### config.mk
export PLATFORM = sky130hd
export DESIGN_NAME = cb_synthesis_flat
export DESIGN_NICKNAME = d
export VERILOG_FILES = /design/src/rtl/cb_synthesis_if.sv /design/src/rtl/cb_synthesis.sv /design/src/flat_wrapper.sv
export SDC_FILE = /design/constraint.sdc
export NUM_CORES = 1
export LEC_CHECK = 0
export CAP_MARGIN = 40
export CELL_PAD_IN_SITES_DETAIL_PLACEMENT = 1
export CELL_PAD_IN_SITES_GLOBAL_PLACEMENT = 1
export CORE_MARGIN = 8
export CORE_UTILIZATION = 25
export DETAILED_ROUTE_END_ITERATION = 12
export HOLD_SLACK_MARGIN = 0.03
export PLACE_DENSITY = 0.58
export SLEW_MARGIN = 10
export SYNTH_ARGS = -nofsm -noshare
export SYNTH_HDL_FRONTEND = slang
export SYNTH_SLANG_ARGS = --single-unit
### constraint.sdc
create_clock -name clk -period 4.3 [get_ports clk]
set_input_delay 1.29 -clock clk [delete_from_list [all_inputs] [get_ports clk]]
set_output_delay 1.29 -clock clk [all_outputs]
set_load 0.03 [all_outputs]
### src/rtl/cb_synthesis_if.sv
// Bus between the codebook generator, the node memory and the header writer.
interface cb_synthesis_if;
    logic [6:0]   max_index;
    logic [70:0]  h_element;
    logic         write_finish;
    logic [6:0]   curr_index;
    logic [127:0] curr_path;
    logic [6:0]   track_length;
    logic [6:0]   pos;
    logic [127:0] char_path;
    logic [7:0]   char_index;
    logic         char_found;
    logic [8:0]   least1;
    logic [8:0]   least2;
    logic [2:0]   curr_state;
    logic [3:0]   finished;
    logic         wait_cycle;

    modport master (
        input  max_index, h_element, write_finish,
        output curr_index, curr_path, track_length, pos, char_path, char_index,
               char_found, least1, least2, curr_state, finished, wait_cycle
    );

    modport slave (
        output max_index, h_element, write_finish,
        input  curr_index, curr_path, track_length, pos, char_path, char_index,
               char_found, least1, least2, curr_state, finished, wait_cycle
    );
endinterface

### src/rtl/cb_synthesis.sv
// Huffman codebook generator: depth-first walk of the node memory, emitting every leaf's
// character, code path and code length, stalling on each until the header writer acks.
module cb_synthesis (
    input logic            clk,
    input logic            rst,
    cb_synthesis_if.master bus
);

    typedef enum logic [2:0] {
        StLeft      = 3'd0,
        StRight     = 3'd1,
        StTrack     = 3'd2,
        StBacktrack = 3'd3,
        StFinish    = 3'd4,
        StInit      = 3'd5,
        StSend      = 3'd6
    } state_e;

    state_e       state_q, state_d, next_q, next_d;
    logic [6:0]   curr_index_q, curr_index_d;
    logic [127:0] curr_path_q, curr_path_d;
    logic [6:0]   track_length_q, track_length_d;
    logic [6:0]   pos_q, pos_d;
    logic [127:0] char_path_q, char_path_d;
    logic [7:0]   char_index_q, char_index_d;
    logic         char_found_q, char_found_d;
    logic [8:0]   least1_q, least1_d, least2_q, least2_d;
    logic [3:0]   finished_q, finished_d;
    logic         wait_q, wait_d;

    logic [8:0]   left_child, right_child;
    logic [7:0]   code_len;
    logic [127:0] code_mask;

    assign left_child  = bus.h_element[63:55];
    assign right_child = bus.h_element[54:46];
    // Stale bits above the current depth are masked out of the emitted code.
    assign code_len    = {1'b0, track_length_q} + 8'd1;
    assign code_mask   = ~({128{1'b1}} << code_len);

    // Next-state logic for the walk; every state action is skipped during a wait cycle.
    always_comb begin
        state_d        = state_q;
        next_d         = next_q;
        curr_index_d   = curr_index_q;
        curr_path_d    = curr_path_q;
        track_length_d = track_length_q;
        pos_d          = pos_q;
        char_path_d    = char_path_q;
        char_index_d   = char_index_q;
        char_found_d   = char_found_q;
        least1_d       = least1_q;
        least2_d       = least2_q;
        finished_d     = finished_q;
        wait_d         = 1'b0;
        if (!wait_q) begin
            least1_d = left_child;
            least2_d = right_child;
            unique case (state_q)
                StInit: begin
                    curr_index_d   = bus.max_index;
                    curr_path_d    = '0;
                    track_length_d = '0;
                    state_d        = StLeft;
                end
                StLeft: begin
                    curr_path_d[track_length_q] = 1'b0;
                    if (left_child[8]) begin
                        curr_index_d   = left_child[6:0];
                        track_length_d = track_length_q + 7'd1;
                    end else begin
                        // Depth shows the code length while in SEND; restored on ack.
                        char_path_d    = curr_path_d & code_mask;
                        char_index_d   = left_child[7:0];
                        track_length_d = track_length_q + 7'd1;
                        char_found_d   = 1'b1;
                        next_d         = StRight;
                        state_d        = StSend;
                    end
                end
                StRight: begin
                    curr_path_d[track_length_q] = 1'b1;
                    if (right_child[8]) begin
                        curr_index_d   = right_child[6:0];
                        track_length_d = track_length_q + 7'd1;
                        state_d        = StLeft;
                    end else begin
                        char_path_d    = curr_path_d & code_mask;
                        char_index_d   = right_child[7:0];
                        track_length_d = track_length_q + 7'd1;
                        char_found_d   = 1'b1;
                        next_d         = StBacktrack;
                        state_d        = StSend;
                    end
                end
                StSend: begin
                    if (bus.write_finish) begin
                        char_found_d   = 1'b0;
                        track_length_d = track_length_q - 7'd1;
                        state_d        = next_q;
                    end
                end
                StBacktrack: begin
                    if (track_length_q == 7'd0) begin
                        state_d = StFinish;
                    end else if (curr_path_q[track_length_q - 7'd1]) begin
                        curr_path_d[track_length_q - 7'd1] = 1'b0;
                        track_length_d = track_length_q - 7'd1;
                    end else begin
                        // That ancestor still owes its right subtree: retrace from the root.
                        track_length_d = track_length_q - 7'd1;
                        pos_d          = '0;
                        curr_index_d   = bus.max_index;
                        state_d        = StTrack;
                    end
                end
                StTrack: begin
                    if (pos_q == track_length_q) begin
                        state_d = StRight;
                    end else begin
                        curr_index_d = curr_path_q[pos_q] ? right_child[6:0] : left_child[6:0];
                        pos_d        = pos_q + 7'd1;
                    end
                end
                StFinish: begin
                    finished_d   = 4'd1;
                    char_found_d = 1'b0;
                end
                default: state_d = StInit;
            endcase
            // Node word lags the address by a cycle, so hold for one after any move.
            wait_d = (curr_index_d != curr_index_q);
        end
    end

    // State and output registers with synchronous reset.
    always_ff @(posedge clk) begin
        if (rst) begin
            state_q        <= StInit;
            next_q         <= StLeft;
            curr_index_q   <= '0;
            curr_path_q    <= '0;
            track_length_q <= '0;
            pos_q          <= '0;
            char_path_q    <= '0;
            char_index_q   <= '0;
            char_found_q   <= 1'b0;
            least1_q       <= '0;
            least2_q       <= '0;
            finished_q     <= '0;
            wait_q         <= 1'b0;
        end else begin
            state_q        <= state_d;
            next_q         <= next_d;
            curr_index_q   <= curr_index_d;
            curr_path_q    <= curr_path_d;
            track_length_q <= track_length_d;
            pos_q          <= pos_d;
            char_path_q    <= char_path_d;
            char_index_q   <= char_index_d;
            char_found_q   <= char_found_d;
            least1_q       <= least1_d;
            least2_q       <= least2_d;
            finished_q     <= finished_d;
            wait_q         <= wait_d;
        end
    end

    assign bus.curr_index   = curr_index_q;
    assign bus.curr_path    = curr_path_q;
    assign bus.track_length = track_length_q;
    assign bus.pos          = pos_q;
    assign bus.char_path    = char_path_q;
    assign bus.char_index   = char_index_q;
    assign bus.char_found   = char_found_q;
    assign bus.least1       = least1_q;
    assign bus.least2       = least2_q;
    assign bus.curr_state   = state_q;
    assign bus.finished     = finished_q;
    assign bus.wait_cycle   = wait_q;

endmodule

### src/flat_wrapper.sv
// flat-port wrapper written by rule: the top's interface ports become plain ports
module cb_synthesis_flat 
  (clk, rst, bus_max_index, bus_h_element, bus_write_finish, bus_curr_index, bus_curr_path, bus_track_length, bus_pos, bus_char_path, bus_char_index, bus_char_found, bus_least1, bus_least2, bus_curr_state, bus_finished, bus_wait_cycle);
  cb_synthesis_if bus_i ();
  input logic clk;
  input logic rst;
  input wire logic [$bits(bus_i.max_index)-1:0] bus_max_index;
  input wire logic [$bits(bus_i.h_element)-1:0] bus_h_element;
  input wire logic [$bits(bus_i.write_finish)-1:0] bus_write_finish;
  output wire logic [$bits(bus_i.curr_index)-1:0] bus_curr_index;
  output wire logic [$bits(bus_i.curr_path)-1:0] bus_curr_path;
  output wire logic [$bits(bus_i.track_length)-1:0] bus_track_length;
  output wire logic [$bits(bus_i.pos)-1:0] bus_pos;
  output wire logic [$bits(bus_i.char_path)-1:0] bus_char_path;
  output wire logic [$bits(bus_i.char_index)-1:0] bus_char_index;
  output wire logic [$bits(bus_i.char_found)-1:0] bus_char_found;
  output wire logic [$bits(bus_i.least1)-1:0] bus_least1;
  output wire logic [$bits(bus_i.least2)-1:0] bus_least2;
  output wire logic [$bits(bus_i.curr_state)-1:0] bus_curr_state;
  output wire logic [$bits(bus_i.finished)-1:0] bus_finished;
  output wire logic [$bits(bus_i.wait_cycle)-1:0] bus_wait_cycle;
  assign bus_i.max_index = bus_max_index;
  assign bus_i.h_element = bus_h_element;
  assign bus_i.write_finish = bus_write_finish;
  assign bus_curr_index = bus_i.curr_index;
  assign bus_curr_path = bus_i.curr_path;
  assign bus_track_length = bus_i.track_length;
  assign bus_pos = bus_i.pos;
  assign bus_char_path = bus_i.char_path;
  assign bus_char_index = bus_i.char_index;
  assign bus_char_found = bus_i.char_found;
  assign bus_least1 = bus_i.least1;
  assign bus_least2 = bus_i.least2;
  assign bus_curr_state = bus_i.curr_state;
  assign bus_finished = bus_i.finished;
  assign bus_wait_cycle = bus_i.wait_cycle;
  cb_synthesis u_core (.clk(clk), .rst(rst), .bus(bus_i));
endmodule
# [Word-level counts from Yosys, hierarchy flattened]
# Index checks and enable logic that the tools add are counted.
[classes] add_sub_neg=4 n_shift=1 n_eq_ne=17 muxes=46 n_reduce_logical=18 magnitude_cmp=5 n_bitwise=10
[op_table] op="128-bit AND" count=4
[op_table] op="128-bit two-way mux" count=4
[op_table] op="128-bit one-hot mux with 4 select lines" count=1
[op_table] op="128-bit inverter" count=3
[op_table] op="128-bit one-hot mux with 2 select lines" count=1
[op_table] op="128-bit OR" count=1
[op_table] op="128-bit by 8-bit << shifter with 128-bit output, first input constant" count=1
[op_table] op="7-bit two-way mux" count=12
[op_table] op="7-bit one-hot mux with 5 select lines" count=1
[op_table] op="7-bit one-hot mux with 4 select lines" count=1
[op_table] op="7-bit by 8-bit less-than comparator with 1-bit output, second input constant" count=3
[op_table] op="3-bit two-way mux" count=8
[op_table] op="3-bit one-hot mux with 7 select lines" count=1
[op_table] op="8-bit two-way mux" count=2
[op_table] op="8-bit one-hot mux with 2 select lines" count=1
[op_table] op="7-bit by 1-bit adder with 7-bit output, second input constant" count=2
[op_table] op="1-bit binary-select mux with 7-bit select" count=2
[op_table] op="1-bit demux with 7-bit select" count=2
[op_table] op="7-bit by 1-bit >= comparator with 1-bit output, second input constant" count=2
[op_table] op="7-bit one-hot mux with 2 select lines" count=1
[op_table] op="2-bit != test, second input constant" count=6
[op_table] op="4-bit AND reduction" count=3
[op_table] op="4-bit nonzero test" count=3
[op_table] op="5-bit AND reduction" count=2
[op_table] op="20 further kinds" count=34
[word_totals] output_inout_bits=312 register_bits=312 inputBits=81 elab_cells=114

# [Logic depth before layout (Yosys ltp)]
[logic_depth] depth_word=10 ltp_mapped=21

# [Worst setup path after synthesis]
# No wires, ideal clock.
[synth_timing] kind="flip-flop to flip-flop" start="register u_core.track_length_q[0] (netlist: u_core.bus.track_length[0])" end="register u_core.curr_path_q[22] (netlist: u_core.bus.curr_path[22])" path_buffers=8 setup_slack_ns=-0.105 arrival_time_ns=4.334 setup_time_ns=0.070 synth_period_minus_slack_ns=4.405 path_stages_with_launch=21 cell_sequence="dfxtp_1 > buf_4 > inv_1 > buf_2 > clkbuf_1 > ha_1 > buf_2 > clkinv_1 > buf_4 > mux4_2 > mux2i_1 > a32oi_1 > nand4_1 > o41ai_1 > a21oi_1 > or2_1 > buf_2 > buf_6 > buf_6 > a221o_1 > a21oi_1"
[synth_between] elab_chain_len=10 elab_cells_between_ends=25
[synth_lines] element="from (decl)" line="cb_synthesis.sv:22" text="logic [6:0] track_length_q, track_length_d;"
[synth_lines] element="from (signal assigned)" line="cb_synthesis.sv:157" text="track_length_q <= track_length_d;"
[synth_lines] element="7-bit by 1-bit subtractor with 7-bit output" line="cb_synthesis.sv:106, cb_synthesis.sv:107"
[synth_lines] element="7-bit by 8-bit less-than comparator with 1-bit output (implied by the code) or 7-bit by 1-bit >= comparator with 1-bit output (tied branches)" line="cb_synthesis.sv:107" text="curr_path_d[track_length_q - 7'd1] = 1'b0;"
[synth_lines] element="1-bit logical AND (implied by the code)" line="cb_synthesis.sv:107"
[synth_lines] element="1-bit two-way mux (implied by the code)" line="cb_synthesis.sv:107"
[synth_lines] element="1-bit demux with 7-bit select"
[synth_lines] element="128-bit inverter (no line)"
[synth_lines] element="128-bit AND (no line)"
[synth_lines] element="128-bit two-way mux" line="cb_synthesis.sv:106" text="end else if (curr_path_q[track_length_q - 7'd1]) begin"
[synth_lines] element="128-bit two-way mux" line="cb_synthesis.sv:104" text="if (track_length_q == 7'd0) begin"
[synth_lines] element="128-bit one-hot mux with 4 select lines" line="cb_synthesis.sv:59" text="unique case (state_q)"
[synth_lines] element="to (signal assigned)" line="cb_synthesis.sv:156" text="curr_path_q <= curr_path_d;"
[synth_lines] element="to (decl)" line="cb_synthesis.sv:21" text="logic [127:0] curr_path_q, curr_path_d;"
# Parallel ways exist; a longest one is shown, timed or not. The select of a mux whose other input is x is not followed.
# A chain may end at the register's enable or synchronous reset.

# [Final worst setup path]
[layout_timing] start="register u_core.track_length_q[1] (netlist: u_core.bus.track_length[1])" end="register u_core.wait_q (netlist: u_core.bus.wait_cycle)"
[layout_between] elab_chain_len=8 elab_cells_between_ends=11
[layout_lines] element="7-bit by 1-bit subtractor with 7-bit output" line="cb_synthesis.sv:106"
[layout_lines] element="1-bit binary-select mux with 7-bit select" line="cb_synthesis.sv:106"
[layout_lines] element="1-bit two-way mux (implied by the code)" line="cb_synthesis.sv:106"
[layout_lines] element="7-bit two-way mux" line="cb_synthesis.sv:106"
[layout_lines] element="7-bit two-way mux" line="cb_synthesis.sv:104"
[layout_lines] element="7-bit one-hot mux with 5 select lines *" line="cb_synthesis.sv:59"
[layout_lines] element="7-bit two-way mux *" line="cb_synthesis.sv:56" text="if (!wait_q) begin"
[layout_lines] element="7-bit != test *" line="cb_synthesis.sv:132" text="wait_d = (curr_index_d != curr_index_q);"
[layout_lines] element="to (signal assigned)" line="cb_synthesis.sv:165" text="wait_q <= wait_d;"
[layout_lines] element="to (decl)" line="cb_synthesis.sv:29" text="logic wait_q, wait_d;"
# Every way passes the cells marked *; elsewhere a longest branch is shown, timed or not. The select of a mux whose other input is x is not followed.

==> results.md <==
* Required time worst endpoint at ~4.7 ns
* Maximum number of pins on one net before global-route repair at 113
* Worst slew pin tran at between 0.9 and 1 ns
* Antenna-violating nets left at 0
* Wirelength per Cell at between 30 and 40 um
* First-pass GRT wire length at 206000 um
* Port bufs at 336
* Synthesis Warnings at 0
* CTS root buf: clkbuf_16
* Clock sink count at a little over 300
* R2R Path End: u_core.bus.wait_cycle
* Crit Path Category: reg -> reg
* Area leader, netlist: dfxtp_1
* GP Congestion at just over 1
* Drt drc at 0
* Achievable Freq at 0.241 GHz
* Post-Syn Instances at approximately 2.8k
* Worst Hold Endpoint: u_core.bus.char_path[8]
* Fin crit period at 4.15 ns
* HP Class: reg -> reg
* Postcts setup bufs at 0
* H-tree depth at 2
* Core ar. at between 80000 and 90000 um2
* Worst reg2reg path depth at 16
* Hold_sp: u_core.bus.char_path[8]
* Post-Route WL at between 100000 and 150000 um
* Layout cells sized above 1 at 16.2%
* Power, Total at ~19000 uW
* Clock Path Buffers at 3
* Total gr overflow at 0
* RSZ-0062 raised after global routing: false
* Die width at ~300 um
* Vias per inst at a little over 6
* Hpwl dp at approximately 110000 um
* Initial antenna violation count at 5
* Hold path depth at 2
* Mean Syn Cell Area at between 7 and 8 um2
* DRT Pass-1 Iters at 6
* Initial Util at between 20 and 30%
* TritonCTS Buffers at 43
* Register area share after synthesis at between 30% and 40%
* Synth top area cells: dfxtp_1, a21oi_1, o21ai_0
* Total GRT Usage at slightly above 30%
* Cell area power density at ~650 nW/um2
* Final worst path period share at 96.5%
* Final nets at 3380
* Io pins at just under 400
* Reg2reg start: u_core.bus.track_length[1]
* Final setup viols at 0
* Netlist cell types at ~90
* Worst hold slack at 0.456 ns
* Mapped Area at around 20000 um2
* CP Capture Type: flop
* Worst-Skew Late Latency at around 0.60 ns
* Ys flop type: dfxtp_1
* EDFF count, synth at 0
* Delay-heaviest family, CP: buffers and inverters
* Placed cells at 4317
* Clock Skew at between 0.015 and 0.02 ns
* Routed via count at between 20k and 30k
* Post-synth top area share at between 30% and 40%
* Die area at 91100 um2
* Site Rows at 105
* Critical-path top delay cell: a2111oi_1
* Critical Path Max Stage Delay at about 0.50 ns
* Leak at 0.00978 uW
* Non-filler cells, final at 4398
* Startpoint types: flop
* Vias in the first global route at between 20k and 30k
* Critical path data arrival time at approximately 4.6 ns
* Initial DRC count at between 3k and 4k
* Max VDD drop at between 0.4 and 0.5 mV
* Most used cell, CP: buf_4
* Post-synth ARST share at 0%
* Slew Limit Fails at 0
* Synthesis-to-layout area growth at 40.1%
* Final hold vios at 0
* CP Max Fanout at 16
* Outcome: completed
* Max Cap Viol at 0
* Clock slew at reported path FFs at 0.06 ns
* WP buf/inv at 6
* Sum of negative setup slack at 0 ns
* #FFs+latches synth at 311
* Die extent in y at 302 um
* Worst R2R Setup Slack at around 0.15 ns
* Cell-by-cell listing of the critical path: inv_1 -> ha_2 -> clkinv_1 -> buf_12 -> mux4_2 -> mux2i_1 -> buf_4 -> a32oi_1 -> nand4_1 -> nor3_1 -> buf_4 -> nor3_1 -> a2111oi_1 -> buf_4 -> and4b_1 -> a311oi_1
* TritonCTS clock tree: built
* Relative slew slack at around 34%
flip-flops by register name, summed over array words and instances, names as in the netlist:
name,flops
u_core.bus.wait_cycle,1
u_core.bus.char_index,8
u_core.next_q,2
u_core.bus.curr_state,3
u_core.bus.curr_index,7
u_core.bus.pos,7
u_core.bus.track_length,7
u_core.bus.char_path,128
u_core.bus.least1,9
u_core.bus.char_found,1
u_core.bus.finished,1
u_core.bus.least2,9
u_core.bus.curr_path,128
cell usage in the layout, fill, tap and decap left out, drive strengths merged, types with 20 or more instances in the layout:
cell	instances
mux2i	64
nand3	85
mux4	44
o2111ai	24
a32oi	20
or3	20
nand2	371
clkdlybuf4s50	335
o21ai	427
nand4	30
a31oi	21
buf	373
a22oi	21
a221oi	23
a21oi	429
nor2	235
clkbuf	60
dfxtp	311
inv	26
nor3	42
o211ai	121
cells by family after synthesis:
group,Yosys count,synth area share [%]
DFF,311,30.5
and+or+nand+nor,855,18.3
xor gates and xnor gates,24,1.16
buffers and inverters,327,6.68
muxes,116,8.43
other,1,0.0184
AOI/OAI and AO/OA,1201,34.6
adders and majority gates,6,0.367
repair_timing:
action                                  CTS  global route
endpoints found under the setup margin    1            21
gates resized for setup                   2             2
pin swaps                                 0             1
hold buffers                              0             0
through the flow:
stage	area, um2	utilization [%]	setup WS, ns
2_1_floorplan	20400	-	0.0367
3_3_place_gp	27000	33.2	-0.230
3_5_place_dp	27100	33.2	-0.0941
4_1_cts	28600	35.1	0.0512
5_1_grt	28600	35.1	0.0120
6_report	28600	35.1	0.149
per-layer routing:
| metal | up-vias | global-route usage [%] | share of wire, % |
|---|---|---|---|
| li1 | 11300 | - | - |
| met5 | - | 0 | 0.013 |
| met1 | 13600 | 38.4 | 39 |
| met2 | 1559 | 49.5 | 45 |
| met3 | 392 | 5.89 | 8.6 |
| met4 | 2 | 20.1 | 7.8 |
final cells by class:
type,count,area [um2]
fillers,9812,52800
well taps,1070,1340
inverters,24,90.1
diodes,1,2.50
multi-input cells,2205,12900
repair buffers,708,6470
clock buffers,60,1230
clock inverters,19,304
flip-flops and latches,311,6230
cell usage after synthesis (all sizes together) (8+ instances only):
library cell	n
nand4	30
o22ai	14
nand2	371
xor2	10
nor2	235
a21oi	429
mux2	8
mux4	44
inv	23
nor4	13
nand3	85
a311oi	14
clkbuf	240
nor3	42
mux2i	64
o211ai	121
xnor2	14
a31oi	21
a2111oi	12
a211oi	11
and3	9
a22oi	21
dfxtp	311
nor2b	14
buf	63
o2111ai	24
o21ai	427
and2	8
a32oi	20
or3	20
a221oi	23
report_power, final:
| group | leakage, uW | switching (uW) | internal [uW] |
|---|---|---|---|
| Clock | 0.000746 | 1570 | 2430 |
| Sequential | 0.00251 | 230 | 3030 |
| Combinational | 0.00652 | 7980 | 3370 |
how the worst max path moves through the flow:
stage	from	to	depth (start not counted)
after global placement	u_core.bus.pos[0]	u_core.bus.wait_cycle	11
after CTS	u_core.bus.track_length[1]	u_core.bus.wait_cycle	16
after floorplan	u_core.bus.track_length[0]	u_core.bus.curr_path[22]	20
final	u_core.bus.track_length[1]	u_core.bus.wait_cycle	16
after detailed placement	u_core.bus.pos[0]	u_core.bus.wait_cycle	11
after global routing	u_core.bus.track_length[1]	u_core.bus.curr_path[92]	16
worst register-to-register path, stage by stage, from the launching register on:
cell and delay, ns:
dfxtp_1 0.33, inv_1 0.07, ha_2 0.42, clkinv_1 0.16, buf_12 0.19, mux4_2 0.41
mux2i_1 0.10, buf_4 0.20, a32oi_1 0.26, nand4_1 0.27, nor3_1 0.26, buf_4 0.22
nor3_1 0.07, a2111oi_1 0.50, buf_4 0.19, and4b_1 0.21, a311oi_1 0.10
No activity file was read; power rests on OpenSTA's default activity.
